$ cat config.mk
export PLATFORM = sky130hd
export DESIGN_NAME = run_sequencer_flat
export DESIGN_NICKNAME = d
export VERILOG_FILES = /design/src/rtl/run_sequencer_if.sv /design/src/rtl/run_sequencer.sv /design/src/flat_wrapper.sv
export SDC_FILE = /design/constraint.sdc
export NUM_CORES = 1
export LEC_CHECK = 0
export CAP_MARGIN = 0
export CORE_MARGIN = 4
export CORE_UTILIZATION = 46
export DETAILED_ROUTE_END_ITERATION = 8
export PLACE_DENSITY = 0.81
export SLEW_MARGIN = 15
export SYNTH_ARGS = -nofsm -noshare
export SYNTH_HDL_FRONTEND = slang
export SYNTH_SLANG_ARGS = --single-unit
$ cat constraint.sdc
create_clock -name CLK -period 3.2 [get_ports CLK]
set_clock_uncertainty 0.1 [all_clocks]
set_input_delay 0.64 -clock CLK [delete_from_list [all_inputs] [get_ports CLK]]
set_output_delay 0.64 -clock CLK [all_outputs]
set_load 0.02 [all_outputs]
$ cat src/rtl/run_sequencer_if.sv
// Load stream, dump stream and data-memory port between the run sequencer and its surroundings.
interface run_sequencer_if;
  logic       in_valid;
  logic [7:0] in_data;
  logic       in_ready;
  logic       out_valid;
  logic [7:0] out_data;
  logic       out_ready;
  logic       mem_sel;
  logic [7:0] mem_addr;
  logic [7:0] mem_wdata;
  logic       mem_we;
  logic       mem_re;
  logic [7:0] mem_rdata;

  modport master (
    input  in_valid, in_data, out_ready, mem_rdata,
    output in_ready, out_valid, out_data, mem_sel, mem_addr, mem_wdata, mem_we, mem_re
  );

  modport slave (
    output in_valid, in_data, out_ready, mem_rdata,
    input  in_ready, out_valid, out_data, mem_sel, mem_addr, mem_wdata, mem_we, mem_re
  );
endinterface

$ cat src/rtl/run_sequencer.sv
// Run control ahead of the datapath: load image, hold START, run until DONE or timeout, dump results.
module run_sequencer #(
  parameter int unsigned LOAD_BASE    = 0,
  parameter int unsigned LOAD_LEN     = 64,
  parameter int unsigned DUMP_BASE    = 64,
  parameter int unsigned DUMP_LEN     = 32,
  parameter int unsigned START_CYCLES = 2,
  parameter int unsigned TIMEOUT      = 65535
) (
  input  logic                   CLK,
  input  logic                   reset,
  input  logic                   go,
  run_sequencer_if.master        bus,
  output logic                   START,
  input  logic                   DONE,
  output logic                   busy,
  output logic                   run_done,
  output logic                   timed_out,
  output logic [15:0]            run_cycles
);

  localparam int unsigned IDX_W  = 9;
  localparam int unsigned INIT_W = (START_CYCLES > 1) ? $clog2(START_CYCLES) : 1;

  localparam logic [7:0]        LOAD_BASE8 = 8'(LOAD_BASE);
  localparam logic [7:0]        DUMP_BASE8 = 8'(DUMP_BASE);
  localparam logic [IDX_W-1:0]  LOAD_LAST  = IDX_W'(LOAD_LEN - 1);
  localparam logic [IDX_W-1:0]  DUMP_LAST  = IDX_W'(DUMP_LEN - 1);
  localparam logic [INIT_W-1:0] INIT_LAST  = INIT_W'(START_CYCLES - 1);

  typedef enum logic [2:0] {
    S_IDLE,
    S_LOAD,
    S_INIT,
    S_RUN,
    S_DUMP
  } state_t;

  state_t             state_q, state_d;
  logic [IDX_W-1:0]   idx_q, idx_d;
  logic [INIT_W-1:0]  init_cnt_q, init_cnt_d;
  logic [15:0]        run_cycles_d;
  logic               timed_out_d;
  logic               run_done_d;
  logic               first_run;
  logic               timeout_hit;

  // DONE is only honoured once a full RUN cycle has elapsed; the count includes the current cycle.
  assign first_run   = (run_cycles == 16'd0);
  assign timeout_hit = ({16'd0, run_cycles} + 32'd1) >= TIMEOUT;

  always_ff @(posedge CLK) begin
    if (!reset) begin
      state_q    <= S_IDLE;
      idx_q      <= '0;
      init_cnt_q <= '0;
      run_cycles <= 16'd0;
      timed_out  <= 1'b0;
      run_done   <= 1'b0;
      busy       <= 1'b0;
    end else begin
      state_q    <= state_d;
      idx_q      <= idx_d;
      init_cnt_q <= init_cnt_d;
      run_cycles <= run_cycles_d;
      timed_out  <= timed_out_d;
      run_done   <= run_done_d;
      busy       <= (state_d != S_IDLE);
    end
  end

  always_comb begin
    state_d       = state_q;
    idx_d         = idx_q;
    init_cnt_d    = init_cnt_q;
    run_cycles_d  = run_cycles;
    timed_out_d   = timed_out;
    run_done_d    = 1'b0;
    START         = 1'b1;
    bus.in_ready  = 1'b0;
    bus.mem_sel   = 1'b1;
    bus.mem_addr  = 8'd0;
    bus.mem_wdata = 8'd0;
    bus.mem_we    = 1'b0;
    bus.mem_re    = 1'b0;
    bus.out_valid = 1'b0;
    bus.out_data  = 8'd0;

    case (state_q)
      S_IDLE: begin
        if (go) begin
          state_d      = S_LOAD;
          idx_d        = '0;
          timed_out_d  = 1'b0;
          run_cycles_d = 16'd0;
        end
      end

      S_LOAD: begin
        bus.in_ready = 1'b1;
        bus.mem_addr = LOAD_BASE8 + idx_q[7:0];
        if (bus.in_valid) begin
          bus.mem_we    = 1'b1;
          bus.mem_wdata = bus.in_data;
          if (idx_q == LOAD_LAST) begin
            idx_d      = '0;
            init_cnt_d = '0;
            state_d    = S_INIT;
          end else begin
            idx_d = idx_q + 9'd1;
          end
        end
      end

      S_INIT: begin
        if (init_cnt_q == INIT_LAST) begin
          init_cnt_d = '0;
          state_d    = S_RUN;
        end else begin
          init_cnt_d = init_cnt_q + 1'b1;
        end
      end

      S_RUN: begin
        START        = 1'b0;
        bus.mem_sel  = 1'b0;
        run_cycles_d = (run_cycles == 16'hFFFF) ? run_cycles : run_cycles + 16'd1;
        if (DONE && !first_run) begin
          state_d = S_DUMP;
        end else if (timeout_hit) begin
          timed_out_d = 1'b1;
          state_d     = S_DUMP;
        end
      end

      S_DUMP: begin
        bus.mem_re    = 1'b1;
        bus.mem_addr  = DUMP_BASE8 + idx_q[7:0];
        bus.out_valid = 1'b1;
        bus.out_data  = bus.mem_rdata;
        if (bus.out_ready) begin
          if (idx_q == DUMP_LAST) begin
            idx_d      = '0;
            run_done_d = 1'b1;
            state_d    = S_IDLE;
          end else begin
            idx_d = idx_q + 9'd1;
          end
        end
      end

      default: state_d = S_IDLE;
    endcase
  end

endmodule

$ cat src/flat_wrapper.sv
// flat-port wrapper written by rule: the top's interface ports become plain ports
module run_sequencer_flat 
#(
  parameter int unsigned LOAD_BASE    = 0,
  parameter int unsigned LOAD_LEN     = 64,
  parameter int unsigned DUMP_BASE    = 64,
  parameter int unsigned DUMP_LEN     = 32,
  parameter int unsigned START_CYCLES = 2,
  parameter int unsigned TIMEOUT      = 65535
)
  (CLK, reset, go, START, DONE, busy, run_done, timed_out, run_cycles, bus_in_valid, bus_in_data, bus_out_ready, bus_mem_rdata, bus_in_ready, bus_out_valid, bus_out_data, bus_mem_sel, bus_mem_addr, bus_mem_wdata, bus_mem_we, bus_mem_re);
  run_sequencer_if bus_i ();
  input  logic CLK;
  input  logic reset;
  input  logic go;
  output logic START;
  input  logic DONE;
  output logic busy;
  output logic run_done;
  output logic timed_out;
  output logic [15:0] run_cycles;
  input wire logic [$bits(bus_i.in_valid)-1:0] bus_in_valid;
  input wire logic [$bits(bus_i.in_data)-1:0] bus_in_data;
  input wire logic [$bits(bus_i.out_ready)-1:0] bus_out_ready;
  input wire logic [$bits(bus_i.mem_rdata)-1:0] bus_mem_rdata;
  output wire logic [$bits(bus_i.in_ready)-1:0] bus_in_ready;
  output wire logic [$bits(bus_i.out_valid)-1:0] bus_out_valid;
  output wire logic [$bits(bus_i.out_data)-1:0] bus_out_data;
  output wire logic [$bits(bus_i.mem_sel)-1:0] bus_mem_sel;
  output wire logic [$bits(bus_i.mem_addr)-1:0] bus_mem_addr;
  output wire logic [$bits(bus_i.mem_wdata)-1:0] bus_mem_wdata;
  output wire logic [$bits(bus_i.mem_we)-1:0] bus_mem_we;
  output wire logic [$bits(bus_i.mem_re)-1:0] bus_mem_re;
  assign bus_i.in_valid = bus_in_valid;
  assign bus_i.in_data = bus_in_data;
  assign bus_i.out_ready = bus_out_ready;
  assign bus_i.mem_rdata = bus_mem_rdata;
  assign bus_in_ready = bus_i.in_ready;
  assign bus_out_valid = bus_i.out_valid;
  assign bus_out_data = bus_i.out_data;
  assign bus_mem_sel = bus_i.mem_sel;
  assign bus_mem_addr = bus_i.mem_addr;
  assign bus_mem_wdata = bus_i.mem_wdata;
  assign bus_mem_we = bus_i.mem_we;
  assign bus_mem_re = bus_i.mem_re;
  run_sequencer #(.LOAD_BASE(LOAD_BASE), .LOAD_LEN(LOAD_LEN), .DUMP_BASE(DUMP_BASE), .DUMP_LEN(DUMP_LEN), .START_CYCLES(START_CYCLES), .TIMEOUT(TIMEOUT)) u_core (.CLK(CLK), .reset(reset), .go(go), .bus(bus_i), .START(START), .DONE(DONE), .busy(busy), .run_done(run_done), .timed_out(timed_out), .run_cycles(run_cycles));
endmodule
Yosys cells after proc, flatten, opt, wreduce, memory -nomap -nowiden
Cells that the tools add are included.
{"block": "totals", "register_bits": 32, "latch_bits": 0, "mem_bits_rw": 0, "rom_bits": 0, "input_bits": 22, "out_inout_bits": 49, "word_cells": 76, "n_memories": 0}
{"block": "classes", "addsub": 5, "mul": 0, "n_div": 0, "n_lt_le_gt_ge": 1, "n_eq_ne": 14, "n_shift": 0, "muxes": 36, "bitwise": 0, "n_reduce_logical": 13}
{"op": "9-bit 2-to-1 mux", "n": 5}
{"op": "32-bit by 16-bit >= comparator with 1-bit output (second input constant)", "n": 1}
{"op": "16-bit 2-to-1 mux", "n": 2}
{"op": "16-bit case mux with 2 select lines", "n": 1}
{"op": "9-bit case mux with 3 select lines", "n": 1}
{"op": "3-bit 2-to-1 mux", "n": 8}
{"op": "8-bit 2-to-1 mux", "n": 3}
{"op": "16-bit by 1-bit adder with 17-bit output (second input constant)", "n": 1}
{"op": "16-bit by 1-bit adder with 16-bit output (second input constant)", "n": 1}
{"op": "16-bit equality test (second input constant)", "n": 1}
{"op": "16-bit logical NOT", "n": 1}
{"op": "8-bit case mux with 2 select lines", "n": 1}
{"op": "3-bit case mux with 5 select lines", "n": 1}
{"op": "1-bit 2-to-1 mux", "n": 12}
{"op": "2-bit != test (second input constant)", "n": 5}
{"op": "9-bit by 1-bit adder with 9-bit output (second input constant)", "n": 1}
{"op": "9-bit by 5-bit equality test with 1-bit output (second input constant)", "n": 1}
{"op": "9-bit by 6-bit equality test with 1-bit output (second input constant)", "n": 1}
{"op": "3-bit AND reduction", "n": 3}
{"op": "7-bit by 8-bit adder with 8-bit output (first input constant)", "n": 1}
{"op": "4-bit AND reduction", "n": 2}
{"op": "3-bit by 2-bit equality test with 1-bit output (second input constant)", "n": 2}
{"op": "3-bit nonzero test", "n": 2}
{"op": "2-bit by 1-bit != test with 1-bit output (second input constant)", "n": 2}
{"op": "other kinds (8)", "n": 10}

Depth between registers and ports, before layout
{"block": "depth", "word_depth": 6, "ltp_mapped": 8, "mapped_depth_nobuf": 8}

Least setup slack after synthesis
No wires, ideal clock.
{"block": "synth_timing", "path_kind": "register to register", "startpoint": "reg u_core.run_cycles[1]", "endpoint": "reg u_core.run_cycles[8]", "arrival_ps": 2170, "required_ps": 2985, "slack_ps": 815, "stages_incl_launch_ff": 9, "path_buffers": 1, "period_less_slack_ps": 2385, "cell_sequence": "dfxtp_1 ha_1 nand3_2 or4_4 o21a_1 buf_2 nand2_1 a21boi_0 o21a_1"}
{"block": "synth_between", "elab_chain_len": 3, "word_cells_on_any_way": 6, "classes_between": "add/sub: 1; eq/ne: 2; mux: 2; reduce/logical: 1"}
{"item": "start, declared", "line": "run_sequencer.sv:19", "source": "output logic [15:0] run_cycles"}
{"item": "start signal, assigned", "line": "run_sequencer.sv:65", "source": "run_cycles <= run_cycles_d;"}
{"item": "16-bit by 1-bit adder with 16-bit output / 16-bit equality test (equally long branches)", "line": "run_sequencer.sv:127", "source": "run_cycles_d = (run_cycles == 16'hFFFF) ? run_cycles : run_cycles + 16'd1;"}
{"item": "16-bit 2-to-1 mux / 2-bit != test (equally long branches)"}
{"item": "16-bit case mux with 2 select lines / 3-bit AND reduction (equally long branches)"}
Parallel ways exist; a longest one is shown, timed or not. The select of a mux whose other input is x is not followed.
A chain may end at the register's enable or synchronous reset.

Worst setup path in the final report
{"block": "layout_timing", "startpoint": "reg u_core.state_q[1]", "endpoint": "out bus_mem_addr[5]"}
{"block": "layout_between", "elab_chain_len": 2, "word_cells_on_any_way": 3, "classes_between": "eq/ne: 2; mux: 1"}
{"item": "start, declared", "line": "run_sequencer.sv:39", "source": "state_t state_q, state_d;"}
{"item": "start signal, assigned", "line": "run_sequencer.sv:62", "source": "state_q <= state_d;"}
{"item": "3-bit equality test / 3-bit by 1-bit equality test with 1-bit output (equally long branches)", "line": "run_sequencer.sv:89", "source": "case (state_q)"}
{"item": "8-bit case mux with 2 select lines *", "line": "run_sequencer.sv:89"}
{"item": "end, declared", "line": "flat_wrapper.sv:30", "source": "output wire logic [$bits(bus_i.mem_addr)-1:0] bus_mem_addr;"}
Every way passes the cells marked *; elsewhere a longest branch is shown, timed or not.

==> results.py <==
metrics = {
    "placement": {
        "io_buffers": 70,
        "gp_congestion": 0.865,
        "dp_hpwl_mm": 4.03,
    },
    "drt": {
        "wire_per_inst_um": 13.9,
        "drc": 0,
        "postRouteAntennaNets": 0,
        "routed_via_density": 5.53,
        "vias": 2167,
        "wirelength_mm": 5.46,
        "drt_iter0_drc": 154,
        "dr.pass1.iters": 4,
    },
    "finish": {
        "final_cell_mix": "clkdlybuf4s50_1 (70), dfxtp_1 (32), nor2_1 (29)",
        "syn2layout_area_growth_pct": 39.8,
        "layout.nets": 367,
        "layout_commonest_cell": "clkdlybuf4s50_1",
        "drive_above_1_share": 0.0706,
        "fillers": 415,
        "antenna_cells": 0,
    },
    "setup_path": {
        "critPathLaunchType": "flip-flop",
        "rr_worst_depth": 8,
        "required_ns": 2.46,
        "arrival_ns": 2.17,
        "cp_slowest_cell": "clkdlybuf4s50_1",
        "critical_path.max_stage_delay_ns": 0.57,
        "crit_fanout": 11,
        "cp-end-kind": "output port",
        "crit_buf_inv": 1,
        "crit_chain": "nor3b_2 -> nor2_1 -> nor2b_1 -> clkdlybuf4s50_1",
        "path_class": "reg -> out",
        "crit_cells": 4,
        "cp_top_family": "simple AND/OR/NAND/NOR gates",
    },
    "worst_hold_path": {
        "worstHoldPathCells": 2,
        "worstHoldPathType": "reg -> reg",
    },
    "synthesis": {
        "avgSynthCellArea_um2": 7.54,
        "yosysWarnings": 0,
        "yosysSeqAreaShare": 0.311,
        "syn_nets": 301,
        "ys_types": 45,
        "ys_ff_latch": 32,
        "synth_edf_count": 0,
        "ys.flop_type": "dfxtp_1",
        "synthesis.area_um2": 2060,
        "synthCells": 273,
        "async_flop_share": 0,
    },
    "sta": {
        "fin_crit_ns": 2.91,
        "setup_violations": 0,
        "worst_slew_pin_slew_ns": 0.643,
        "max_freq_ghz": 0.344,
        "rsz0062_at_grt": "false",
        "timing.slew.headroom": 0.569,
        "setup_tns_ns": 0,
        "drv_slew": 0,
        "hold_viol": 0,
        "finalCritPeriodShare": 0.909,
    },
    "global_routing": {
        "gr-usage-all-layers": 0.199,
        "grt_pass1_vias": 1927,
        "grt_max_degree": 18,
        "antenna_found_initial": 0,
        "grt_pass1_wl_mm": 8.82,
        "grt.overflow.total": 0,
    },
    "clock_network": {
        "tritoncts": "yes",
        "cts_num_sinks": 32,
        "cts_made_buffers": 5,
        "clk_latency_ns": 0.29,
        "clk_pin_slew_worst_paths_ns": 0.07,
        "cts_setup_buffers": 0,
        "clock_tree.buffer_depth": 2,
        "ctsHtreeMaxLevel": 2,
        "cts_root_buf": "clkbuf_8",
    },
    "floorplanning": {
        "start_util": 0.473,
        "io_pins": 71,
        "die_w_um": 74.9,
        "num_rows": 24,
        "die_area_um2": 5610,
        "dieHeight_um": 74.9,
        "core_um2": 4350,
    },
    "run": {
        "maxCapViolations": 0,
    },
    "power": {
        "power_frac_seq": 0.491,
        "p_per_area_nw_per_um2": 287,
        "power_leakage_nw": 1.01,
        "total_power_mw": 0.826,
        "ir_drop_mv": 0.230,
        "switching_share": 0.246,
        "power.share.clock": 0.391,
        "switching_power_mw": 0.203,
        "p_comb_frac": 0.118,
        "intPower_mw": 0.622,
    },
    "run_status": {
        "status": "finished, final reports clean",
    },
}
-- metrics by stage --
stage	worst slack [ns]	hold WS [ns]	utilization	area, um^2	cells
3_5_place_dp	0.279	0.360	0.639	2780	384
6_report	0.291	0.364	0.661	2880	392
3_3_place_gp	0.312	0.347	0.639	2780	384
5_1_grt	0.116	0.393	0.661	2880	392
4_1_cts	0.107	0.368	0.660	2870	392
2_1_floorplan	0.815	0.357	-	2060	273
-- logic make-up (layout without fill, tap and decap cells) --
kind of cell	after synthesis	in the layout	synth area share
XOR/XNOR	7	7	0.0298
multiplexers	3	3	0.0152
buffers and inverters	27	94	0.0596
flip-flops	32	32	0.311
adder cells (fa/ha/maj)	6	6	0.0365
AO/OA/AOI/OAI	67	67	0.200
AND/OR/NAND/NOR	131	131	0.348
-- sequential cells by signal, summed over array words and instances, names as in the netlist --
name	flops
u_core.state_q	3
u_core.busy	1
u_core.idx_q	9
u_core.run_cycles	16
u_core.run_done	1
u_core.timed_out	1
u_core.init_cnt_q	1
-- Yosys cell counts, types with 2 or more instances --
master | instances | area (um^2)
dfxtp_1 | 32 | 641
nor2_1 | 29 | 109
a21oi_1 | 24 | 120
nand2_1 | 24 | 90.1
o21ai_0 | 14 | 70.1
and2_1 | 12 | 75.1
inv_1 | 11 | 41.3
and3_1 | 10 | 62.6
nor3_1 | 8 | 40.0
clkbuf_1 | 7 | 26.3
nor2b_1 | 7 | 43.8
ha_1 | 6 | 75.1
nand3_1 | 6 | 30.0
o21a_1 | 6 | 45.0
nand3b_1 | 5 | 37.5
nand4_1 | 5 | 31.3
nor4b_1 | 5 | 43.8
o21ai_1 | 5 | 25.0
or3_1 | 5 | 31.3
xnor2_1 | 5 | 43.8
buf_2 | 4 | 20.0
buf_4 | 4 | 30.0
o31ai_1 | 4 | 30.0
a21boi_0 | 3 | 22.5
a31oi_1 | 3 | 18.8
nor4_1 | 3 | 18.8
or2_2 | 3 | 18.8
a311oi_1 | 2 | 17.5
a41oi_1 | 2 | 17.5
mux2i_1 | 2 | 20.0
or4b_2 | 2 | 20.0
xor2_1 | 2 | 17.5
-- power by group through the flow --
stage               logic [mW]  registers [mW]  clock network (mW)
finish                  0.0977           0.405               0.323
global route             0.106           0.406               0.344
CTS                     0.0977           0.405               0.332
detailed placement      0.0973           0.414                   0
global placement        0.0957           0.414                   0
floorplan               0.0516           0.412                   0
-- per-layer routing --
metal  wire (um)  up-vias  global-route usage
met3         565        6              0.0534
met2        2490       94               0.334
met5           0        -                   0
li1            -     1099                   -
met4          68        0              0.0632
met1        2340      968               0.247
-- path summary, 6_finish.rpt --
kind / from / end / slack, ns
hold / removal: u_core.timed_out / u_core.timed_out / 0.36
hold reg to reg: u_core.timed_out / u_core.timed_out / 0.36
setup reg to reg: u_core.run_cycles[1] / u_core.run_cycles[5] / 0.57
setup / recovery: u_core.state_q[1] / bus_mem_addr[5] / 0.29
-- final cells by class --
type	count	area (um^2)	area share
multi-input combinational	214	1300	0.452
timing repair buffer	75	738	0.257
sequential	32	641	0.223
clock buffer	6	82.6	0.0287
tap	52	65.1	0.0226
inverter	11	41.3	0.0143
clock inverter	2	10.0	0.00348
-- worst register-to-register path: cells and delay by family (launching register included) --
| family | cells | cell delay, ns |
|---|---|---|
| adder cells (fa/ha/maj) | 1 | 0.31 |
| AO/OA/AOI/OAI | 4 | 0.67 |
| buffers and inverters | 1 | 0.24 |
| flip-flops | 1 | 0.44 |
| AND/OR/NAND/NOR | 2 | 0.77 |
-- what timing repair did --
item / CTS / global route
hold buffers: 0 / 0
gates resized for setup: 0 / 1
endpoints found under the setup margin: 0 / 6
No activity file was read; power rests on OpenSTA's default activity.
